## src/rtl/alu_pkg.sv

```systemverilog
// alu_pkg
// Shared constants for the ALU result path.
//   OP_*     : Op codes produced by the arithmetic unit
//   FLG_*    : bit positions of the flags inside the 3-bit flag vector
//   DEF_WIDTH: default result width of the arithmetic unit
//   pack_flags(): builds the {Overflow, Zero, Negative} flag vector
package alu_pkg;

  localparam logic [1:0] OP_ADD = 2'b00;
  localparam logic [1:0] OP_SUB = 2'b01;
  localparam logic [1:0] OP_CMP = 2'b10;
  localparam logic [1:0] OP_ABS = 2'b11;

  localparam int FLG_OVF  = 2;
  localparam int FLG_ZERO = 1;
  localparam int FLG_NEG  = 0;
  localparam int FLAG_W   = 3;

  localparam int DEF_WIDTH = 8;

  function automatic logic [FLAG_W-1:0] pack_flags(input logic ovf,
                                                   input logic zero,
                                                   input logic neg);
    logic [FLAG_W-1:0] f;
    f           = '0;
    f[FLG_OVF]  = ovf;
    f[FLG_ZERO] = zero;
    f[FLG_NEG]  = neg;
    return f;
  endfunction

endpackage

```

## src/rtl/alu_rb_fifo.sv

```systemverilog
// alu_rb_fifo
// First-word-fall-through FIFO storage for alu_result_buffer.
// Ports:
//   clk, rst_n : clock, asynchronous active-low reset
//   push, pop  : already-qualified write / read strobes (never push when
//                full, never pop when empty)
//   wr_data    : entry written at the tail on push
//   rd_data    : registered head entry; after the last entry is popped it
//                keeps showing that entry (0 after reset)
//   count      : occupancy, 0..DEPTH
module alu_rb_fifo #(
  parameter int DEPTH = 4,
  parameter int DW    = 13
) (
  input  logic                       clk,
  input  logic                       rst_n,
  input  logic                       push,
  input  logic                       pop,
  input  logic [DW-1:0]              wr_data,
  output logic [DW-1:0]              rd_data,
  output logic [$clog2(DEPTH):0]     count
);

  localparam int AW = $clog2(DEPTH);
  localparam logic [AW-1:0] PTR_ONE = AW'(1);
  localparam logic [AW:0]   CNT_ONE = (AW+1)'(1);

  logic [DW-1:0] mem [DEPTH];

  logic [AW-1:0] wr_ptr_reg, wr_ptr_next;
  logic [AW-1:0] rd_ptr_reg, rd_ptr_next;
  logic [AW-1:0] rd_ptr_inc;
  logic [AW:0]   count_reg, count_next;
  logic [DW-1:0] head_reg, head_next;

  assign rd_ptr_inc = rd_ptr_reg + PTR_ONE;

  always_comb begin
    wr_ptr_next = wr_ptr_reg;
    rd_ptr_next = rd_ptr_reg;
    count_next  = count_reg;
    head_next   = head_reg;

    if (push) wr_ptr_next = wr_ptr_reg + PTR_ONE;
    if (pop)  rd_ptr_next = rd_ptr_inc;

    case ({push, pop})
      2'b10:   count_next = count_reg + CNT_ONE;
      2'b01:   count_next = count_reg - CNT_ONE;
      default: count_next = count_reg;
    endcase

    // The head register is the registered read port. It loads the incoming
    // entry when that entry becomes the head (empty, or the only entry is
    // leaving this cycle); otherwise a pop advances it to the next stored
    // entry. A pop of the last entry without a push leaves it untouched, so
    // the last popped entry stays visible.
    if (push && ((count_reg == '0) || (pop && (count_reg == CNT_ONE)))) begin
      head_next = wr_data;
    end else if (pop && (count_reg > CNT_ONE)) begin
      head_next = mem[rd_ptr_inc];
    end
  end

  always_ff @(posedge clk or negedge rst_n) begin
    if (!rst_n) begin
      wr_ptr_reg <= '0;
      rd_ptr_reg <= '0;
      count_reg  <= '0;
      head_reg   <= '0;
    end else begin
      wr_ptr_reg <= wr_ptr_next;
      rd_ptr_reg <= rd_ptr_next;
      count_reg  <= count_next;
      head_reg   <= head_next;
    end
  end

  // Storage is not reset: clearing count makes every entry invalid.
  always_ff @(posedge clk) begin
    if (push) mem[wr_ptr_reg] <= wr_data;
  end

  assign rd_data = head_reg;
  assign count   = count_reg;

endmodule

```

## src/rtl/alu_result_buffer.sv

```systemverilog
// alu_result_buffer
// Registered output stage behind the 8-bit signed arithmetic unit. Results,
// Op codes and flags are captured via valid/ready into a FWFT FIFO so the
// consumer can stall without stalling the ALU.
// Ports:
//   clk, rst_n                         : clock, asynchronous active-low reset
//   in_valid / in_ready                : producer handshake (in_ready = count < DEPTH)
//   in_op, in_result                   : Op code and signed result
//   in_overflow, in_zero, in_negative  : ALU flags, stored unchanged
//   out_valid / out_ready              : consumer handshake (out_valid = count != 0)
//   out_op, out_result, out_flags      : head entry, flags as {ovf, zero, neg}
//   count                              : occupancy
//   clear_sticky                       : clears sticky_overflow and ovf_count
//   sticky_overflow, ovf_count         : overflow status for software
// Build option: define ALU_RB_STICKY_EN to build the sticky status logic;
// otherwise sticky_overflow and ovf_count are tied to 0.
module alu_result_buffer
  import alu_pkg::*;
#(
  parameter int DEPTH = 4,
  parameter int WIDTH = DEF_WIDTH
) (
  input  logic                    clk,
  input  logic                    rst_n,
  input  logic                    in_valid,
  output logic                    in_ready,
  input  logic [1:0]              in_op,
  input  logic [WIDTH-1:0]        in_result,
  input  logic                    in_overflow,
  input  logic                    in_zero,
  input  logic                    in_negative,
  output logic                    out_valid,
  input  logic                    out_ready,
  output logic [1:0]              out_op,
  output logic [WIDTH-1:0]        out_result,
  output logic [FLAG_W-1:0]       out_flags,
  output logic [$clog2(DEPTH):0]  count,
  input  logic                    clear_sticky,
  output logic                    sticky_overflow,
  output logic [7:0]              ovf_count
);

  localparam int AW = $clog2(DEPTH);
  localparam int DW = 2 + WIDTH + FLAG_W;

  logic          push;
  logic          pop;
  logic [DW-1:0] wr_data;
  logic [DW-1:0] rd_data;

  // Both handshake outputs decode only the registered count, so there is
  // no path from out_ready to in_ready: a full buffer refuses a push even
  // while it is being popped.
  assign in_ready  = (count < (AW+1)'(DEPTH));
  assign out_valid = (count != '0);
  assign push      = in_valid && in_ready;
  assign pop       = out_ready && out_valid;

  assign wr_data = {in_op, in_result, pack_flags(in_overflow, in_zero, in_negative)};

  alu_rb_fifo #(
    .DEPTH (DEPTH),
    .DW    (DW)
  ) u_fifo (
    .clk     (clk),
    .rst_n   (rst_n),
    .push    (push),
    .pop     (pop),
    .wr_data (wr_data),
    .rd_data (rd_data),
    .count   (count)
  );

  assign {out_op, out_result, out_flags} = rd_data;

`ifdef ALU_RB_STICKY_EN
  logic       sticky_reg, sticky_next;
  logic [7:0] ovf_cnt_reg, ovf_cnt_next;
  logic       ovf_push;

  assign ovf_push = push && in_overflow;

  // A set in the same cycle as a clear wins; a clear with an overflow push
  // restarts the count at 1.
  always_comb begin
    sticky_next  = sticky_reg;
    ovf_cnt_next = ovf_cnt_reg;
    if (ovf_push) begin
      sticky_next = 1'b1;
    end else if (clear_sticky) begin
      sticky_next = 1'b0;
    end
    if (clear_sticky) begin
      ovf_cnt_next = ovf_push ? 8'd1 : 8'd0;
    end else if (ovf_push && (ovf_cnt_reg != 8'hFF)) begin
      ovf_cnt_next = ovf_cnt_reg + 8'd1;
    end
  end

  always_ff @(posedge clk or negedge rst_n) begin
    if (!rst_n) begin
      sticky_reg  <= 1'b0;
      ovf_cnt_reg <= '0;
    end else begin
      sticky_reg  <= sticky_next;
      ovf_cnt_reg <= ovf_cnt_next;
    end
  end

  assign sticky_overflow = sticky_reg;
  assign ovf_count       = ovf_cnt_reg;
`else
  logic unused_clear_sticky;
  assign unused_clear_sticky = clear_sticky;
  assign sticky_overflow     = 1'b0;
  assign ovf_count           = '0;
`endif

endmodule
```

## config.mk

```make
export PLATFORM = sky130hd
export DESIGN_NAME = alu_result_buffer
export DESIGN_NICKNAME = d
export VERILOG_FILES = /design/src/rtl/alu_pkg.sv /design/src/rtl/alu_rb_fifo.sv /design/src/rtl/alu_result_buffer.sv
export SDC_FILE = /design/constraint.sdc
export NUM_CORES = 1
export LEC_CHECK = 0
export BUFFER_PORTS_ARGS = -buffer_cell sky130_fd_sc_hd__buf_2
export CORE_UTILIZATION = 51
export DETAILED_ROUTE_END_ITERATION = 6
export PLACE_DENSITY = 0.76
export SETUP_SLACK_MARGIN = 0.5
export SLEW_MARGIN = 15
export SYNTH_ARGS = -nofsm -noshare
export SYNTH_HDL_FRONTEND = slang
export SYNTH_SLANG_ARGS = --single-unit
```

## constraint.sdc

```tcl
create_clock -name clk -period 1.6 [get_ports clk]
set_input_delay 0.08 -clock clk [delete_from_list [all_inputs] [get_ports clk]]
set_output_delay 0.08 -clock clk [all_outputs]
set_load 0.01 [all_outputs]
```

==> results of run 1 <==
==> routing by layer <==
| layer | up-vias | track usage [%] | part of all wire [%] |
|---|---|---|---|
| met3 | 23 | 6.06 | 7.3 |
| met2 | 109 | 38.5 | 53 |
| li1 | 879 | - | - |
| met1 | 998 | 29.6 | 37 |
| met4 | 0 | 11.8 | 3.6 |
| met5 | - | 0 | 0 |
==> power by group through the flow <==
stage | Clock, mW | Sequential (mW) | Combinational, mW
detailed placement | 0 | 2.73 | 2.49
finish | 1.49 | 2.69 | 3.52
CTS | 1.50 | 2.69 | 3.01
floorplan | 0 | 2.78 | 1.72
global placement | 0 | 2.72 | 2.43
global route | 1.57 | 2.73 | 3.75
==> logic make-up after synthesis <==
logic type,after synthesis,synth area share (%)
flops,72,66.9
simple gates,54,7.84
buf+inv,25,5.28
compound gates,17,4.43
mux,14,10.1
fa+ha+maj,9,3.65
xor+xnor,6,1.71
other cells,1,0.122
==> per-stage QoR <==
step | power (mW) | hold WS, ns | util, % | TNS (ns) | std cells
6_report | 7.70 | 0.230 | 72.0 | -0.798 | 357
5_1_grt | 8.05 | 0.271 | 72.0 | -1.65 | 357
4_1_cts | 7.20 | 0.219 | 69.4 | 0 | 347
3_5_place_dp | 5.22 | 0.0680 | 59.5 | -0.567 | 302
3_3_place_gp | 5.15 | 0.0725 | 59.5 | -0.00933 | 302
2_1_floorplan | 4.50 | -0.216 | - | 0 | 206
==> cells in the mapped netlist <==
library cell,n,area [sq um]
o21ai_0,2,10.0
buf_1,1,3.75
o211ai_1,13,97.6
buf_4,10,75.1
nand2b_1,1,6.26
buf_2,6,30.0
xor2_1,1,8.76
nand3_1,13,65.1
buf_12,1,20.0
nor2b_1,1,6.26
ha_1,9,113
inv_1,6,22.5
mux2i_1,1,10.0
o31ai_4,1,21.3
mux4_2,11,248
edfxtp_1,52,1560
buf_6,1,11.3
nor2_1,2,7.51
dfrtp_1,20,500
conb_1,1,3.75
and2_1,7,43.8
a21o_1,1,7.51
nand2_1,30,113
xnor2_1,5,43.8
mux4_1,2,52.6
==> critical path, stage by stage (launching register included) <==
cell,delay (ns)
dfrtp_2,0.41
inv_2,0.06
ha_4,0.17
buf_4,0.14
o31ai_4,0.37
buf_6,0.20
nand3_1,0.12
o211ai_1,0.13
==> final timing paths <==
path	from	to	slack, ns
max	u_fifo.count[0]	u_fifo.rd_data[11]	-0.10
min	rst_n	u_fifo.wr_ptr_reg[1]	0.23
max reg2reg	u_fifo.count[0]	u_fifo.rd_data[11]	-0.10
min reg2reg	u_fifo.rd_data[10]	u_fifo.rd_data[10]	0.56
max in group asynchronous	rst_n	u_fifo.count[1]	1.00
min in group clk	out_ready	u_fifo.rd_data[7]	0.28
==> final cells by class <==
type                            count  area [sq um]
Sequential cell                    72          2060
Fill cell                         354          1590
Multi-Input combinational cell    114          1050
Timing Repair Buffer               78           652
Clock buffer                       11           131
Tap cell                           72          90.1
Clock inverter                      4          70.1
Inverter                            6          30.0
==> cells in the final DEF (no fill, tap or decap), types with 2 or more instances in the layout <==
cell           count
bufinv_16          2
nor2_1             2
buf_12             3
mux4_2            11
buf_6             13
clkbuf_1           2
xnor2_2            4
clkinv_2           2
nand3_1            9
clkbuf_8           9
conb_1             9
dfrtp_2            2
edfxtp_1          52
inv_1              3
nand2_2            2
mux4_1             2
dfrtp_1           18
buf_2             30
nand2_1           27
ha_1               6
dlygate4sd3_1     14
ha_4               2
and2_4            12
o211ai_1          13
buf_4             17
nand3_2            4
o21ai_1            2
==> timing repair <==
| item | 4_1_cts | 5_1_grt |
|---|---|---|
| endpoints found under the setup margin | 73 | 77 |
| setup buffers | 11 | 8 |
| pin swaps | 7 | 23 |
| hold buffers | 14 | 0 |
| endpoints found under the hold margin | 70 | 0 |
| gates cloned | 5 | 2 |
| resized for setup | 19 | 20 |
==> impl_metrics.tcl, run 1 <==
set metrics [dict create \
    synth-seq-cells 72 \
    route.detailed.drc 0 \
    grt.overflow.total 0 \
    clkSinkCount 72 \
    totalWireLength_mm 7.38 \
    finalSetupViolCount 15 \
    hpwlAfterDp_mm 3.72 \
    core_sq_um 5680 \
    largest_register_ffs 52 \
    viasPerCell 5.63 \
    cts_inserted_buffers 9 \
    pwr-share-clk_pct 19.4 \
    period_minus_slack_ns 1.70 \
    fmax_mhz 588 \
    final_area_sq_um 4080 \
    maxSlewViolCount 0 \
    p_comb_share_pct 45.7 \
    drtPass1Iterations 4 \
    drtIter0Drc 215 \
    sw_frac_of_total_pct 33.2 \
    period_share_pct 106 \
    die_area_sq_um 6360 \
    cap_violations 0 \
    final_nets 308 \
    grt_pass1_wl_mm 10.5 \
    vdd_drop_max_mv 1.03 \
    vias 2009 \
    yosys_warnings 0 \
    reg2regPathDepth 7 \
    postSynthCellCount 198 \
    num_antenna_cells 0 \
    grt_pass1_vias 1974 \
    pin_count 45 \
    start_util_pct 54.3 \
    grt_util_all_layers_pct 23.7 \
    max-slew-margin-rel_pct 66.3 \
    p_leak_nw 1.64 \
    rsz0062_at_grt "yes" \
    netSwitchingPower_mw 2.56 \
    cts_buffer_depth 2 \
    cp.arrival_ns 1.95 \
    synth_seq_area_share_pct 66.9 \
    die_x_microns 79.7 \
    clk_pin_slew_ns 0.07 \
    grt_start_max_net_pins 21 \
    worstPathRequired_ns 1.85 \
    port_buffers 34 \
    hold_violations 0 \
    crit_path_end_kind "flip-flop" \
    crit_fanout 7 \
    ant_nets 0 \
    cts_max_level 3 \
    clk_latency_ns 0.34 \
    p_int_mw 5.14 \
    gp_routability_congestion 0.738 \
    skew_ns 0.00842 \
    hold_class "input port to asynchronous set/reset pin" \
    netlist_area_sq_um 3080 \
    syn_avg_cell_area_sq_um 15.6 \
    die_y_microns 79.7 \
    status "finished with violations" \
    worst_pin_slew_ns 0.506 \
    cts-root-buf "clkbuf_8" \
    crit_path_start_kind "flip-flop" \
    placed_area_sq_um 3380 \
    seqPwrFrac_pct 34.9 \
    final.setup.worst_slack_ns -0.102 \
    rows 27 \
    drive_gt1_share_pct 42.5 \
    place_ws_ns -0.0682 \
    synth_cell_types 25 \
    tritoncts "yes" \
    critPathKind "flip-flop to flip-flop" \
    violations "negative setup slack" \
    pwr_density_cell_nw_per_um2 1890 \
    synthToLayoutAreaGrowth_pct 32.5 \
    wl_per_cell_microns 20.7 \
    antenna_found_initial 0 \
]
No activity file was read; power rests on OpenSTA's default activity.
==> run 2, diff against run 1 <==
- SYNTH_HIERARCHICAL: unset -> 1
==> run 2 against run 1 <==
Against the previous run: the flow now finishes without violations; sequential power rose by 1%; sequential cell count did not move; clock power fell by 15%; non-clock buffer count rose by 1; clock-buffer cell count did not move; worst setup slack improved by 0.17 ns; wire length fell by 0.23%; area after synthesis rose by 3.2%; cell count rose by 1.7%; synthesized cell count rose by 2.5%; global-route usage rose by 1.4 points; register-to-register slack improved by 0.17 ns; largest cell class unchanged.
==> impl_metrics.tcl, run 2 <==
set metrics [dict create \
    hold_violations 0 \
    ant_nets 0 \
    synth_edf_count 52 \
    final_area_sq_um 4110 \
    place_ws_ns 0.0177 \
    netlist_area_sq_um 3180 \
    crit_path_start_kind "flip-flop" \
    maxSlewViolCount 0 \
    drtIter0Drc 156 \
    skew_ns 0.0102 \
    clkSinkCount 72 \
    min_from "in_zero" \
    viasPerCell 5.79 \
    hold_class "input port to flip-flop" \
    die_x_microns 81.0 \
    totalWireLength_mm 7.36 \
    p_comb_share_pct 48.0 \
    synth_seq_area_share_pct 64.8 \
    finalSetupViolCount 0 \
    grt_start_max_net_pins 21 \
    async_flop_share_pct 27.8 \
    synth-seq-cells 72 \
    p_leak_nw 1.58 \
    final_core_util_pct 69.0 \
    pwr-share-clk_pct 16.5 \
    port_buffers 34 \
    hold_ws_ns 0.0731 \
    ys_top_cells_by_area "edfxtp_1, dfrtp_1, mux4_2" \
    final.setup.worst_slack_ns 0.0635 \
    vias 2100 \
    cap_violations 0 \
    pin_count 45 \
    grt_pass1_wl_mm 11.2 \
    cts_buffer_depth 2 \
    drive_gt1_share_pct 40.6 \
    tns_ns 0 \
    period_minus_slack_ns 1.54 \
    largest_register_ffs 52 \
    drtPass1Iterations 4 \
    gp_routability_congestion 0.741 \
    mostFrequentLayoutCell "edfxtp_1" \
    n_fill_cell 415 \
    sw_frac_of_total_pct 35.6 \
    worstPathRequired_ns 1.87 \
    postSynthCellCount 203 \
    final_nets 310 \
    synth_ff_type "edfxtp_1" \
    fmax_mhz 651 \
    clk_pin_slew_ns 0.08 \
    die_y_microns 81.0 \
    num_antenna_cells 0 \
    cp-startpoint "u_fifo/count[1]" \
    grt.overflow.total 0 \
    cp.arrival_ns 1.81 \
    p_int_mw 4.95 \
    placed_area_sq_um 3510 \
    rows 28 \
    yosysTopAreaCell "edfxtp_1" \
    synth_cell_types 31 \
    core_sq_um 5960 \
    period_share_pct 96.0 \
    grt_pass1_vias 2146 \
    rsz0062_at_grt "yes" \
    placed_cells 315 \
    yosys_warnings 6 \
    synthTopCellsByCount "edfxtp_1, o211ai_1, dfrtp_1" \
    cts-root-buf "clkbuf_8" \
    r2r_start "u_fifo/count[1]" \
    cts_inserted_buffers 9 \
    final_cells 363 \
    crit_fanout 8 \
    tritoncts "yes" \
    clk_latency_ns 0.35 \
    antenna_found_initial 0 \
    start_util_pct 53.4 \
    seqPwrFrac_pct 35.5 \
    syn_avg_cell_area_sq_um 15.7 \
    vdd_drop_max_mv 1.57 \
    crit_path_end_kind "flip-flop" \
    yosysTopAreaCellShare_pct 49.1 \
    wl_per_cell_microns 20.3 \
    finalPower_mw 7.69 \
    yosysMostFrequentCell "edfxtp_1" \
    hpwlAfterDp_mm 4.30 \
    die_area_sq_um 6560 \
    netSwitchingPower_mw 2.73 \
    grt_util_all_layers_pct 25.1 \
    pwr_density_cell_nw_per_um2 1870 \
    synthToLayoutAreaGrowth_pct 29.2 \
    cts_max_level 3 \
    route.detailed.drc 0 \
    critPathKind "flip-flop to flip-flop" \
    layout_common_cells "edfxtp_1, buf_2, o211ai_1" \
    status "complete, no violations" \
]
[run 2: cell types whose count changed in the layout (fill, tap and decap cells not counted), moves of 9 or more]
cell / before / now
nand3_1: 9 / 0
a31oi_1: 0 / 12
o211ai_1: 13 / 26
nor3_1: 0 / 9
nand2_1: 27 / 4
[run 2: kinds of logic after synthesis]
logic type | Yosys count | synth area share, %
AO/OA/AOI/OAI | 44 | 9.79
AND/OR/NAND/NOR | 28 | 4.52
XOR/XNOR | 6 | 1.65
other | 1 | 0.118
adder cells (fa/ha/maj) | 9 | 3.54
buffers and inverters | 29 | 5.58
flip-flops | 72 | 64.8
multiplexers | 14 | 9.99
[run 2: power groups by stage]
stage	logic, mW	registers, mW	clock network [mW]
final	3.69	2.73	1.27
after CTS	3.46	2.74	1.29
after detailed placement	2.89	2.77	0
after global placement	2.80	2.73	0
after floorplan	1.87	2.84	0
after global routing	3.94	2.77	1.36
[run 2: what timing repair did]
action,CTS,global route
setup buffers,8,5
endpoints found under the setup margin,75,76
cloned,5,0
pin swaps,7,4
hold buffers,14,0
endpoints found under the hold margin,72,0
gates resized for setup,24,11
[run 2: worst max-delay path, cell delays in order, from the launching register on]
cell and delay [ns]:
dfrtp_2 0.43, o31a_4 0.41, a21oi_4 0.23, buf_6 0.17, nor3_1 0.06, a31oi_1 0.15
[run 2: layer usage]
layer  track usage, %  part of all wire [%]  up-vias
met1             29.7                    37     1018
li1                 -                     -      947
met4             18.9                   4.2        0
met5                0                     0        -
met2             39.7                    50      113
met3             6.18                   9.1       22
[run 2: worst paths after layout]
check / to / slack, ns / depth (start not counted)
max: u_fifo/rd_data[7] / 0.06 / 5
min: u_fifo/rd_data[1] / 0.07 / 3
max reg2reg: u_fifo/rd_data[7] / 0.06 / 5
min reg2reg: u_fifo/rd_data[2] / 0.58 / 2
max in group asynchronous: u_fifo/count[0] / 0.99 / 2
min in group asynchronous: u_fifo/rd_data[1] / 0.26 / 2
[run 2: cell type report]
type | count | area, sq um | share of cell area, %
Sequential cell | 72 | 2070 | 50.3
Timing Repair Buffer | 79 | 632 | 15.4
Clock inverter | 5 | 32.5 | 0.791
Inverter | 6 | 22.5 | 0.548
Clock buffer | 11 | 141 | 3.44
Multi-Input combinational cell | 115 | 1120 | 27.3
Tap cell | 75 | 93.8 | 2.28
==> run 3, diff against run 2 <==
- CORE_ASPECT_RATIO: unset -> 2
- CTS_CLUSTER_DIAMETER: unset -> 120
==> run 3 against run 2 <==
Against the previous run: the run now ends with design-rule violations left; clock skew shrank 0.0042 ns; register-to-register slack is essentially flat; power grew 7.3%; maximum frequency grew 0.68%; clock-buffer cell count grew 3; via count grew 0.48%; design area grew 0.61%; sequential cell count is the same; clock power grew 47%; global-route usage shrank 1.9 points; critical path type unchanged; largest cell class unchanged; largest power group unchanged; highest routed layer unchanged.
==> impl_metrics.tcl, run 3 (synthesis gave the netlist of run 2 again) <==
set metrics [dict create \
    largest_register_ffs 52 \
    pwr_density_cell_nw_per_um2 1990 \
    rows 40 \
    crit_fanout 10 \
    crit_path_start_kind "flip-flop" \
    synthToLayoutAreaGrowth_pct 30.0 \
    whs_endpoint "u_fifo/mem[3][9]" \
    multiInputGateArea_sq_um 1120 \
    grt_util_all_layers_pct 23.2 \
    layout_common_cells "edfxtp_1, buf_2, o211ai_1" \
    die_x_microns 57.9 \
    clk_pin_slew_ns 0.05 \
    grt_pass1_wl_mm 11.0 \
    finalSetupViolCount 0 \
    totalWireLength_mm 7.43 \
    clkSinkCount 72 \
    p_leak_nw 1.58 \
    fmax_mhz 655 \
    start_util_pct 53.0 \
    antenna_found_initial 0 \
    placed_area_sq_um 3490 \
    pin_count 45 \
    critPathKind "flip-flop to flip-flop" \
    hold_class "input port to flip-flop" \
    route.detailed.drc 4 \
    ant_nets 0 \
    drtPass1Iterations 7 \
    hold_ws_ns 0.00261 \
    final_core_util_pct 68.9 \
    final.setup.worst_slack_ns 0.0738 \
    tritoncts "yes" \
    cts_inserted_buffers 9 \
    final_area_sq_um 4140 \
    min_from "in_result[6]" \
    cap_violations 0 \
    crit_path_end_kind "flip-flop" \
    hold_violations 0 \
    finalPower_mw 8.25 \
    rsz0062_at_grt "yes" \
    worstPathRequired_ns 1.80 \
    maxSlewViolCount 0 \
    cts_buffer_depth 2 \
    period_minus_slack_ns 1.53 \
    cts_max_level 3 \
    grt_pass1_vias 2164 \
    grt.overflow.total 0 \
    vias 2110 \
    r2r-end "u_fifo/rd_data[5]" \
    skew_ns 0.00606 \
    placed_cells 302 \
    clk_latency_ns 0.32 \
    hold_depth 1 \
    vdd_drop_max_mv 0.985 \
    reg2regPathDepth 6 \
    die_area_sq_um 6580 \
    place_ws_ns -0.000996 \
    violations "design-rule violations" \
    core_sq_um 6010 \
    hpwlAfterDp_mm 4.45 \
    ff_latch_area_sq_um 2070 \
    r2r_start "u_fifo/count[2]" \
    port_buffers 34 \
    viasPerCell 6.17 \
    die_y_microns 114 \
    gp_routability_congestion 0.794 \
    n_fill_cell 394 \
    drtIter0Drc 140 \
    num_antenna_cells 0 \
    tns_ns 0 \
    rrSetupSlack_ns 0.07 \
    final_cells 342 \
    period_share_pct 95.4 \
    cts-root-buf "clkbuf_16" \
    drive_gt1_share_pct 40.9 \
    wl_per_cell_microns 21.7 \
    final_nets 301 \
    grt_start_max_net_pins 21 \
    status "finished with violations" \
    cp.arrival_ns 1.72 \
    mostFrequentLayoutCell "edfxtp_1" \
]
## run 3: cell types whose count changed in the layout (fill, tap and decap cells not counted), moves of 4 or more
cell and change:
clkbuf_16 +10, clkbuf_8 -10, buf_4 -6, buf_6 +6, dlygate4sd3_1 -6, clkbuf_1 +4
## run 3: per-layer routing
metal	track usage (%)	wire length, microns	share of wire [%]
met4	15.1	344	4.6
met1	25.9	2620	35
met2	39.4	4180	56
met3	4.42	278	3.7
met5	0	0	0
## run 3: layout make-up
class / count / share of cell area [%]
well taps: 63 / 1.91
clock buffers: 14 / 5.90
repair buffers: 70 / 13.8
flip-flops and latches: 72 / 50.0
clock inverters: 2 / 0.847
inverters: 6 / 0.545
multi-input cells: 115 / 27.0
## run 3: worst max-delay path, stage by stage (launching register included)
cell and delay, ns:
dfrtp_2 0.45, buf_6 0.14, nor2b_4 0.17, nand2b_4 0.11, buf_4 0.20, nor3_1 0.26
a31oi_1 0.07
## run 3: worst max path at each step
stage	start	to	slack (ns)	cells after the start
after global placement	u_fifo/count[1]	u_fifo/count[2]	0.04	4
after CTS	u_fifo/count[2]	u_fifo/count[2]	0.08	5
after global routing	u_fifo/count[1]	u_fifo/rd_data[3]	0.05	4
after detailed placement	u_fifo/count[1]	u_fifo/count[2]	-0.001	5
after floorplan	u_fifo/count[1]	u_fifo/rd_data[0]	0.03	6
final	u_fifo/count[2]	u_fifo/rd_data[5]	0.07	6
## run 3: timing repair
action                     4_1_cts  5_1_grt
setup endpoints to repair       74       77
gates cloned                     5        3
resized for setup               18       26
pin swaps                        6        6
hold endpoints to repair        48        0
hold buffers                     8        0
setup buffers                    6        2
## run 3: where the power goes
group | total [mW] | switching, mW | internal [mW]
Combinational | 3.62 | 1.81 | 1.81
Sequential | 2.76 | 0.263 | 2.50
Clock | 1.87 | 0.664 | 1.21
Total | 8.25 | 2.74 | 5.51
